[config.mk]
export PLATFORM = sky130hd
export DESIGN_NAME = fetch
export DESIGN_NICKNAME = d
export VERILOG_FILES = /design/src/rtl/fetch_pkg.sv /design/src/rtl/fetch_pc_reg.sv /design/src/rtl/fetch.sv
export SDC_FILE = /design/constraint.sdc
export NUM_CORES = 1
export LEC_CHECK = 0
export ABC_AREA = 0
export BUFFER_PORTS_ARGS = -buffer_cell sky130_fd_sc_hd__buf_2
export CAP_MARGIN = 20
export CORE_ASPECT_RATIO = 1.5
export CORE_MARGIN = 5
export CORE_UTILIZATION = 53
export DETAILED_ROUTE_END_ITERATION = 8
export PLACE_DENSITY = 0.85
export SKIP_LAST_GASP = 1
export SLEW_MARGIN = 20
export SYNTH_ARGS = -nofsm -noshare
export SYNTH_HDL_FRONTEND = slang
export SYNTH_SLANG_ARGS = --single-unit
[constraint.sdc]
create_clock -name clk -period 5.2 [get_ports clk]
set_clock_uncertainty 0.15 [all_clocks]
set_input_delay 0 -clock clk [delete_from_list [all_inputs] [get_ports clk]]
set_output_delay 0 -clock clk [all_outputs]
set_load 0.05 [all_outputs]
[src/rtl/fetch_pkg.sv]
// fetch_pkg -- shared constants and types for the instruction-fetch stage.
//   PC_WIDTH : datapath / program-counter width in bits
//   PC_INCR  : sequential PC increment in bytes
//   RESET_PC : PC value loaded by reset
//   addr_t   : PC_WIDTH-bit address type
package fetch_pkg;

   localparam int          PC_WIDTH = 64;
   localparam int unsigned PC_INCR  = 4;
   localparam logic [63:0] RESET_PC = 64'h0;

   typedef logic [PC_WIDTH-1:0] addr_t;

endpackage : fetch_pkg

[src/rtl/fetch_pc_reg.sv]
// fetch_pc_reg -- W-bit rising-edge register with synchronous active-high
// reset to RST_VAL. Holds the program counter of the fetch stage.
// Ports:
//   clk   : clock, all updates on the rising edge
//   reset : synchronous active-high reset, loads RST_VAL
//   d     : next value
//   q     : registered value
module fetch_pc_reg
   import fetch_pkg::*;
#(
   parameter int             W       = fetch_pkg::PC_WIDTH,
   parameter logic [W-1:0]   RST_VAL = W'(fetch_pkg::RESET_PC)
) (
   input  logic         clk,
   input  logic         reset,
   input  logic [W-1:0] d,
   output logic [W-1:0] q
);

   // NOTE: sequential state uses non-blocking (<=) so every register samples
   // the pre-edge values of its inputs, independent of block ordering.
   always_ff @(posedge clk) begin
      if (reset) q <= RST_VAL;
      else       q <= d;
   end

endmodule : fetch_pc_reg

[src/rtl/fetch.sv]
// fetch -- instruction-fetch stage. Holds the PC and drives it directly as
// the instruction-memory address. Each edge the PC advances by PC_INCR, or
// loads PCBranch_F when PCSrc_F is high; reset has priority over both.
// Arithmetic is unsigned modulo 2^N (the top address wraps to 0).
// Ports:
//   PCSrc_F     : 1 = load PCBranch_F, 0 = PC + PC_INCR
//   clk         : clock, rising-edge
//   reset       : synchronous active-high reset, PC <= RESET_PC
//   PCBranch_F  : branch/jump target address (N bits)
//   imem_addr_F : current PC, registered (N bits)
// Build option:
//   FETCH_BRANCH_ALIGN_EN : when defined, branch targets are forced to a
//                           word boundary (low two bits cleared) before load.
module fetch
#(
   parameter int           N        = fetch_pkg::PC_WIDTH,
   parameter int unsigned  PC_INCR  = fetch_pkg::PC_INCR,
   parameter logic [N-1:0] RESET_PC = N'(fetch_pkg::RESET_PC)
) (
   input  logic         PCSrc_F,
   input  logic         clk,
   input  logic         reset,
   input  logic [N-1:0] PCBranch_F,
   output logic [N-1:0] imem_addr_F
);

   import fetch_pkg::*;

   logic [N-1:0] pc;
   logic [N-1:0] pc_plus;
   logic [N-1:0] branch_tgt;
   logic [N-1:0] pc_next;

   // Wraps naturally: the sum is truncated to N bits.
   assign pc_plus = pc + N'(PC_INCR);

`ifdef FETCH_BRANCH_ALIGN_EN
   // Clear the byte offset within the 4-byte word.
   assign branch_tgt = PCBranch_F & ~N'(3);
`else
   assign branch_tgt = PCBranch_F;
`endif

   assign pc_next = PCSrc_F ? branch_tgt : pc_plus;

   fetch_pc_reg #(
      .W       (N),
      .RST_VAL (RESET_PC)
   ) u_pc_reg (
      .clk   (clk),
      .reset (reset),
      .d     (pc_next),
      .q     (pc)
   );

   // Straight from the register: no combinational path from the inputs.
   assign imem_addr_F = pc;

endmodule : fetch

## After elaboration in Yosys (flattened, before gate mapping)

Index checks and enable logic that the tools add are counted.

- Input bits: 67
- Output and inout port bits: 64
- Bits in registers: 64
- Word-level logic and storage cells: 3

- Add/subtract/negate cells: 1
- Multiplexer cells: 1

Operators by type and width:

| operator | count |
|---|---|
| $add 64x3->64 const B | 1 |
| $mux 64 | 1 |

## Logic depth before layout (Yosys ltp)

Gate-level depths: netlist of run 1.

- Word-level depth: 2
- Mapped depth: 10
- Mapped depth without buffers: 6

## Hierarchy

Synthesis of run 1 repeated with hierarchy kept, for this count alone.

- Cell total of the unflattened synthesis: 502
- Area, all modules: 3987.6 um^2

By module, submodules not included:

| module | times used | cells an instance | seq. area each (um^2) | area an instance (um^2) |
|---|---|---|---|---|
| fetch | 1 | 367 | 0.0 | 2069.5 |
| fetch_pc_reg | 1 | 135 | 1281.2 | 1918.1 |

## Worst setup path before layout of run 1

OpenSTA, ideal clock, no wires.

- Path type: reg-to-reg
- Start: register u_pc_reg.q[13]
- End: register u_pc_reg.q[60]
- Library setup time: 86 ps
- Path slack: 2500 ps
- Arrival time: 2464 ps
- Cell stages (with the launch flop): 8
- Cell sequence: dfxtp_1 > buf_6 > nand3_4 > or4_4 > nor4_4 > nand4_1 > xor2_1 > a211oi_1

- Cells in the longest elaborated chain, start to end: 2

RTL lines:

| element | line | text |
|---|---|---|
| start: declaration | fetch_pc_reg.sv:17 | `output logic [W-1:0] q` |
| start signal: assignment | fetch_pc_reg.sv:23 | `if (reset) q <= RST_VAL;` |
| start signal: assignment | fetch_pc_reg.sv:24 | `else q <= d;` |
| $add 64x3->64 | fetch.sv:35 | `assign pc_plus = pc + N'(PC_INCR);` |
| $mux 64 | fetch.sv:44 | `assign pc_next = PCSrc_F ? branch_tgt : pc_plus;` |

Every way passes these cells.
A chain may end at the register's enable or synchronous reset.

## Worst setup path in the final report of run 1

- Start: register u_pc_reg.q[4]
- End: register u_pc_reg.q[45]

Same word-level chain as after synthesis.

==> results of run 1 <==
[cells in the mapped netlist, types with 4 or more instances]
library cell | instances | share of area [%]
nor3_1 | 13 | 1.8
a21oi_1 | 21 | 3.0
nand3_1 | 25 | 3.6
nand2_1 | 38 | 4.1
a211oi_1 | 30 | 6.4
mux2i_1 | 6 | 1.7
and3_1 | 7 | 1.2
and4_1 | 6 | 1.5
o21bai_1 | 4 | 0.85
nor2_1 | 66 | 7.0
xnor2_1 | 28 | 7.0
a311oi_1 | 4 | 0.99
clkbuf_1 | 19 | 2.0
dfxtp_1 | 64 | 36
o21ai_0 | 10 | 1.4
nand4_1 | 18 | 3.2
or3_1 | 6 | 1.1
inv_1 | 6 | 0.64
nor4_1 | 6 | 1.1
xor2_1 | 26 | 6.5
and4_2 | 4 | 1.1
[stage by stage]
step | setup WS (ns) | power [mW] | cells | hold slack, ns | util [%]
after floorplan | 2.50 | 0.760 | 434 | -0.0414 | -
after detailed placement | 2.51 | 0.836 | 613 | 0.0669 | 63.8
final | 2.46 | 1.25 | 694 | 0.0108 | 76.4
after global placement | 2.58 | 0.831 | 613 | 0.0625 | 63.8
after CTS | 2.50 | 1.24 | 694 | 0.00362 | 76.4
after global routing | 2.15 | 1.30 | 694 | 0.0480 | 76.4
[final cells by class]
type / instances / area, µm² / area share, %
clock buffer: 12 / 145 / 2.93
clock inverter: 4 / 20.0 / 0.404
inverter: 7 / 26.3 / 0.531
multi-input combinational: 334 / 2070 / 41.8
sequential: 64 / 1280 / 25.9
tap: 76 / 95.1 / 1.92
timing repair buffer: 197 / 1320 / 26.6
[worst register-to-register path, delay by kind of cell, from the launching register on]
family,cells,cell delay (ns)
xor+xnor,1,0.17
compound gates,1,0.09
flops,1,0.49
simple gates,4,1.69
[what timing repair did]
item	CTS	global route
hold buffers	65	0
setup buffers	0	0
hold endpoints to repair	64	0
[where the power goes]
| group | leakage, nW | internal, mW | switching (mW) |
|---|---|---|---|
| logic | 1.44 | 0.109 | 0.194 |
| registers | 0.531 | 0.523 | 0.0445 |
| clock network | 0.0899 | 0.183 | 0.195 |
[kinds of logic (layout without fill, tap and decap cells)]
family / Yosys count / in the layout / synth area share, %
AO/OA/AOI/OAI: 70 / 70 / 12.9
XOR/XNOR: 54 / 54 / 13.4
adder cells (fa/ha/maj): 1 / 1 / 0.355
buffers and inverters: 36 / 220 / 4.87
flip-flops: 64 / 64 / 36.4
multiplexers: 6 / 6 / 1.71
AND/OR/NAND/NOR: 203 / 203 / 30.4
[metal layers]
layer / wire length (µm) / vias to the layer above / GRT usage (%)
li1: - / 1902 / -
met1: 4080 / 1841 / 27.7
met2: 6210 / 164 / 52.1
met3: 684 / 39 / 5.82
met4: 443 / 0 / 16.4
met5: 0 / - / 0
[worst paths after layout]
check | startpoint | endpoint | slack [ns] | cells past startpoint
worst min register to register | u_pc_reg.q[1]$_SDFFE_PP0P_ | u_pc_reg.q[1]$_SDFFE_PP0P_ | 0.36 | 2
worst max register to register | u_pc_reg.q[4]$_SDFF_PP0_ | u_pc_reg.q[45]$_SDFF_PP0_ | 2.46 | 6
worst max-delay path | u_pc_reg.q[4]$_SDFF_PP0_ | u_pc_reg.q[45]$_SDFF_PP0_ | 2.46 | 6
worst min-delay path | PCSrc_F | u_pc_reg.q[12]$_SDFF_PP0_ | 0.01 | 3
==> results.cfg, run 1 <==
[status]
status = finished, final reports clean

[drt]
vias = 3946
first_pass_iters = 5
wl_per_cell_um = 16.4
routed_wl_mm = 11.4
drc = 0
ant_nets = 0
drtIter0Drc = 276
routed_via_density = 5.69

[synthesis]
ys_async_sr_fraction_pct = 0
ys_seq_area_share_pct = 36.4
synth_area_mm2 = 0.00352
synth_cells = 434
synth-edff-count = 0
ys_types = 42
yosysWarnings = 0
ys_ff_latch = 64
avgSynthCellArea_um2 = 8.11
synth_flop_cell = dfxtp_1
synth_nets = 502

[grt]
overflow = 0
grt_max_degree = 73
grt_pass1_vias = 4056
grt_use_total_pct = 27.6
antenna_found_initial = 0
grt_pass1_wl_mm = 18.8

[final_layout]
final_cell_area_mm2 = 0.00495
fill_cells = 453
diodes = 0
final_cell_mix = 130 x buf_2, 66 x nor2_1, 65 x dlygate4sd3_1
top_register = u_pc_reg.q
final_common_cell = buf_2
layout.nets = 681
synthToLayoutAreaGrowth_pct = 40.7
reg.largest.list = u_pc_reg.q (64)
layout-drive-gt1-share_pct = 26.2
largest_register_ffs = 64

[sta]
fin_crit_ns = 2.74
fin_setup_tns_ns = 0
relSlewSlack_pct = 51.4
rsz0062_at_grt = false
setup_viol = 0
clock.fmax_mhz = 364
drv_slew = 0
finalHoldViolCount = 0
fin_crit_sh_pct = 52.8
worstMarginPinSlew_ns = 0.729

[critical_path]
cp_top_family = simple AND/OR/NAND/NOR gates
crit_chain = and3_1 -> and3_1 -> nand4_1 -> nor4_1 -> xnor2_1 -> a21oi_1
cp-end-kind = flip-flop
critPathBufInv = 0
slowest_delay_ns = 0.49
critPathArrivalTime_ns = 2.80
cp_common_cell = and3_1
critPathMaxFanout = 13
critPathSlowestCell = dfxtp_1
required_ns = 5.26
path_class = reg2reg
cp-start-kind = flip-flop

[floorplan]
die_h_um = 110
die_area_mm2 = 0.00841
num_io_pins = 131
rows = 36
core_mm2 = 0.00649
start_util_pct = 54.3
die_w_um = 76.6

[cts]
cts_buffers = 9
clk_latency_ns = 0.36
cts_tree = yes
clk_pin_slew_ns = 0.07
root_buffer = clkbuf_8
cts_sinks = 64
htreeDepth = 3
cts-resized-gates = 0
clock_path_buffers = 2

[place]
hpwl_mm = 7.21
placed_area_mm2 = 0.00414
place.gp.congestion = 0.863
port_buffers = 130

[power]
power_density_mw_per_mm2 = 252
leakagePower_nw = 2.07
vdd_drop_max_mv = 0.214

[run]
cap_viol_max_count = 0

[worst_hold_path]
hp-class = in2reg
Note: power is estimated with default switching activity, not from simulation.
==> run 2, diff against run 1 <==
Settings changed: CORE_UTILIZATION 53 to 45, PLACE_DENSITY 0.85 to 0.77.
Clock period 5.2 ns to 2.4 ns, I/O delays scaled along.
==> run 2 against run 1 <==
Compared with the run above: first-iteration DRC count is 46% lower; design area grew 6.5%; final cell count rose by 5.0%; sequential power rose by 120%; core utilization shrank 7.1 points; critical path type unchanged; largest power group is now the clock network.
==> results.cfg, run 2 (synthesis results as in run 1) <==
[grt]
overflow = 0
grt_use_total_pct = 24.5
grt_max_degree = 52
top_usage_layer = met2
antenna_found_initial = 0
use_met3_pct = 5.10
grt_pass1_wl_mm = 18.8
grt_use_met2_pct = 46.1
grt_pass1_vias = 4036
use_met1_pct = 24.8

[final_layout]
synthToLayoutAreaGrowth_pct = 49.8
top_register = u_pc_reg.q
finalNonFillerCells = 729
seq_area_mm2 = 0.00133
multiInputGateArea_mm2 = 0.00209
fill_cells = 610
final_cell_mix = 130 x buf_2, 66 x nor2_1, 64 x dlygate4sd3_1
largest_register_ffs = 64
layout.nets = 690
reg.largest.list = u_pc_reg.q (64)
diodes = 0
final_common_cell = buf_2
layout-drive-gt1-share_pct = 33.7

[cts]
htreeDepth = 3
clk_pin_slew_ns = 0.06
clk_latency_ns = 0.34
cts_buffers = 9
cts_sinks = 64
clock_path_buffers = 2
root_buffer = clkbuf_16
cts_setup_buffers = 0
cts_tree = yes

[sta]
fin_crit_ns = 2.22
setup_viol = 0
timing.final.ws_setup_ns = 0.178
clock.fmax_mhz = 450
worstMarginPinSlew_ns = 0.833
finalHoldViolCount = 0
rsz0062_at_grt = false
drv_slew = 0
fin_crit_sh_pct = 92.6
fin_setup_tns_ns = 0
relSlewSlack_pct = 44.5

[place]
hpwl_mm = 7.70
place.gp.congestion = 0.948
dpl_worst_slack_ns = 0.140
post-place-cells = 649
port_buffers = 130

[run]
cap_viol_max_count = 0

[floorplan]
die_h_um = 118
core_mm2 = 0.00761
die_w_um = 82.2
start_util_pct = 46.3
num_io_pins = 131
rows = 39
die_area_mm2 = 0.00973

[worst_hold_path]
min_path_cells = 4
hp-class = in2reg

[critical_path]
cp-start-kind = flip-flop
path_class = reg2reg
rr_worst_depth = 7
critPathMaxFanout = 10
cp-end-kind = flip-flop
required_ns = 2.48
critPathArrivalTime_ns = 2.30

[drt]
routed_via_density = 5.41
ant_nets = 0
wl_per_cell_um = 16.1
vias = 3945
drtIter0Drc = 150
routed_wl_mm = 11.7
drc = 0
first_pass_iters = 5

[power]
vdd_drop_max_mv = 0.478
power_density_mw_per_mm2 = 606
leakagePower_nw = 2.21

[status]
status = finished, final reports clean
-- run 2: changes by cell type in the layout (fill, tap and decap cells not counted), sizes merged --
cell and change:
buf +10, clkbuf +2, clkinv -2, dlygate4sd3 -1
-- run 2: per-stage QoR --
stage	total power, mW	hold WS, ns	util, %	instance area (µm²)
2_1_floorplan	1.65	-0.0414	-	3560
3_3_place_gp	1.82	0.0570	56.5	4300
3_5_place_dp	1.83	0.0669	56.5	4300
4_1_cts	3.20	0.0351	68.9	5250
5_1_grt	3.30	0.0517	69.3	5270
6_report	3.20	0.0408	69.3	5270
-- run 2: power breakdown --
group          switching, mW  leakage (nW)  internal [mW]  total [mW]
Combinational          0.420          1.51          0.240       0.659
Sequential            0.0981         0.541           1.14        1.24
Clock                  0.460         0.155          0.836        1.30
-- run 2: final timing paths --
| kind | startpoint | endpoint | slack (ns) |
|---|---|---|---|
| worst max register to register | u_pc_reg.q[13]$_SDFF_PP0_ | u_pc_reg.q[46]$_SDFF_PP0_ | 0.18 |
| worst min register to register | u_pc_reg.q[1]$_SDFFE_PP0P_ | u_pc_reg.q[1]$_SDFFE_PP0P_ | 0.38 |
| worst max-delay path | u_pc_reg.q[13]$_SDFF_PP0_ | u_pc_reg.q[46]$_SDFF_PP0_ | 0.18 |
| worst min-delay path | PCSrc_F | u_pc_reg.q[30]$_SDFF_PP0_ | 0.04 |
-- run 2: timing repair --
| action | 4_1_cts | 5_1_grt |
|---|---|---|
| gates resized for setup | 0 | 6 |
| endpoints found under the hold margin | 64 | 0 |
| hold buffers | 64 | 0 |
| endpoints found under the setup margin | 0 | 6 |
-- run 2: area by class of cell --
class	instances	share of cell area, %
multi-input cells	334	39.7
repair buffers	206	26.5
flip-flops and latches	64	25.1
clock buffers	14	5.58
well taps	102	2.42
inverters	7	0.498
clock inverters	2	0.190
-- run 2: worst max-delay path, cell delays in order (launching register included) --
cell	delay, ns
dfxtp_4	0.41
nand3_4	0.11
or4_4	0.60
nor4_4	0.16
buf_6	0.17
nand4_1	0.12
xor2_1	0.16
a211oi_1	0.24
-- run 2: routing by layer --
| layer | routed length, µm | part of all wire, % | up-vias |
|---|---|---|---|
| met4 | 318 | 2.7 | 0 |
| li1 | - | - | 1915 |
| met1 | 4260 | 36 | 1848 |
| met3 | 687 | 5.9 | 28 |
| met2 | 6470 | 55 | 154 |
| met5 | 0 | 0 | - |
==> run 3, diff against run 2 <==
Settings changed: CORE_UTILIZATION 45 to 50, PLACE_DENSITY 0.77 to 0.81.
Clock period 2.4 ns to 2.35 ns, I/O delays scaled along.
==> run 3 against run 2 <==
Compared with the run above: hold slack better by 0.21 ns; sequential power about the same; highest routed layer unchanged; design area down 0.40%; final cell count down 2.1%; core utilization up 7.4 points; sequential share of layout area up 0.36 points; first-iteration DRC count up 31%; power down 7.1%; die area down 9.0%; combinational power up 4.4%; global-route usage up 2.2 points.
==> results.cfg, run 3 (synthesis results as in run 1) <==
[status]
status = finished, final reports clean

[sta]
setup_viol = 0
relSlewSlack_pct = 65.3
clock.fmax_mhz = 447
finalHoldViolCount = 0
fin_crit_sh_pct = 95.3
fin_crit_ns = 2.24
worstMarginPinSlew_ns = 0.520
rsz0062_at_grt = true
timing.final.ws_setup_ns = 0.111
drv_slew = 0

[power]
p_comb_share_pct = 23.2
sequentialPowerShare_pct = 42.5
switchingPower_uw = 971
leakagePower_nw = 2.22
power.total_mw = 2.97
p_int_mw = 2.00
p_clk_share_pct = 34.3
power_density_mw_per_mm2 = 565
switching_share_pct = 32.7
vdd_drop_max_mv = 0.405

[floorplan]
num_io_pins = 131
start_util_pct = 51.4
die_h_um = 113
die_w_um = 78.5
core_mm2 = 0.00685
die_area_mm2 = 0.00885
rows = 37

[final_layout]
top_register = u_pc_reg.q
final_common_cell = buf_2
layout-drive-gt1-share_pct = 34.1
synthToLayoutAreaGrowth_pct = 49.1
reg.largest.list = u_pc_reg.q (64)
final_core_util_pct = 76.6
final_cell_mix = 130 x buf_2, 73 x dlygate4sd3_1, 66 x nor2_1
final_cell_area_mm2 = 0.00525
diodes = 0
layout.nets = 699
largest_register_ffs = 64

[cts]
clock_path_buffers = 2
root_buffer = clkbuf_8
cts_tree = yes
htreeDepth = 3
cts_buffers = 9
cts_sinks = 64
clk_pin_slew_ns = 0.07
clk_latency_ns = 0.35
cts_setup_buffers = 0

[critical_path]
r2r-start = u_pc_reg.q[15]$_SDFF_PP0_
critPathArrivalTime_ns = 2.36
required_ns = 2.47
r2r_slack_ns = 0.11
r2r-end = u_pc_reg.q[60]$_SDFF_PP0_
rr_worst_depth = 7
critPathMaxFanout = 9
cp-end-kind = flip-flop
path_class = reg2reg
cp-start-kind = flip-flop

[drt]
routed_wl_mm = 11.7
wl_per_cell_um = 16.4
first_pass_iters = 4
drtIter0Drc = 196
vias = 3974
drc = 0
ant_nets = 0
routed_via_density = 5.57

[grt]
grt_use_met2_pct = 49.6
grt_pass1_vias = 4021
use_met1_pct = 27.3
grt_pass1_wl_mm = 19.0
use_met3_pct = 6.53
antenna_found_initial = 0
overflow = 0
grt_use_total_pct = 26.8
top_usage_layer = met2
grt_max_degree = 43

[run]
cap_viol_max_count = 0

[place]
port_buffers = 130
hpwl_mm = 7.50
place.gp.congestion = 0.918
placed_area_mm2 = 0.00428
dpl_worst_slack_ns = 0.118

[worst_hold_path]
min_to = u_pc_reg.q[49]$_SDFF_PP0_
hp-class = in2reg
min_path_cells = 4
hp-start = PCBranch_F[49]
[run 3: changes by cell type in the layout (fill, tap and decap cells not counted), moves of 2 or more]
| cell | before | now |
|---|---|---|
| clkbuf_16 | 9 | 1 |
| clkbuf_8 | 5 | 10 |
| dfxtp_1 | 31 | 24 |
| dfxtp_2 | 32 | 37 |
| dfxtp_4 | 1 | 3 |
| dlygate4sd3_1 | 64 | 73 |
[run 3: repair_timing]
action,4_1_cts,5_1_grt
hold buffers,73,0
resized for setup,0,4
setup endpoints to repair,0,10
hold endpoints to repair,64,0
[run 3: routing by layer]
layer	vias up	share of wire (%)
li1	1938	-
met1	1841	37
met2	149	53
met3	46	5.6
met4	0	4.1
met5	-	0
[run 3: power groups by stage]
stage	clock (mW)	sequential [mW]	combinational [mW]
final	1.02	1.26	0.688
after global routing	1.09	1.27	0.728
after CTS	1.03	1.26	0.678
after detailed placement	0	1.28	0.581
after global placement	0	1.28	0.575
after floorplan	0	1.51	0.179
[run 3: stage by stage]
| step | hold WS (ns) | instances | setup TNS (ns) |
|---|---|---|---|
| floorplan | -0.0414 | 434 | 0 |
| global placement | 0.0590 | 625 | 0 |
| detailed placement | 0.0642 | 625 | 0 |
| CTS | 0.239 | 714 | 0 |
| global route | 0.245 | 714 | -0.0148 |
| finish | 0.247 | 714 | 0 |
[run 3: worst max-delay path, stage by stage (launching register included)]
cell and delay, ns:
dfxtp_2 0.40, nand4_4 0.16, or4_4 0.56, nor4_4 0.14, buf_4 0.21, nand4_1 0.15
xor2_1 0.17, a211oi_1 0.21
[run 3: how the worst max path moves through the flow]
stage | startpoint | end | slack (ns)
2_1_floorplan | u_pc_reg.q[11]$_SDFF_PP0_ | u_pc_reg.q[63]$_SDFF_PP0_ | 0.007
3_3_place_gp | u_pc_reg.q[14]$_SDFF_PP0_ | u_pc_reg.q[59]$_SDFF_PP0_ | 0.20
3_5_place_dp | u_pc_reg.q[14]$_SDFF_PP0_ | u_pc_reg.q[59]$_SDFF_PP0_ | 0.12
4_1_cts | u_pc_reg.q[14]$_SDFF_PP0_ | u_pc_reg.q[57]$_SDFF_PP0_ | 0.11
5_1_grt | u_pc_reg.q[14]$_SDFF_PP0_ | u_pc_reg.q[61]$_SDFF_PP0_ | -0.01
6_report | u_pc_reg.q[15]$_SDFF_PP0_ | u_pc_reg.q[60]$_SDFF_PP0_ | 0.11
[run 3: layout make-up]
cell class,instances,area (µm²)
Clock buffer,11,163
Clock inverter,5,52.6
Fill cell,459,1600
Inverter,7,26.3
Multi-Input combinational cell,334,2090
Sequential cell,64,1340
Tap cell,78,97.6
Timing Repair Buffer,215,1480
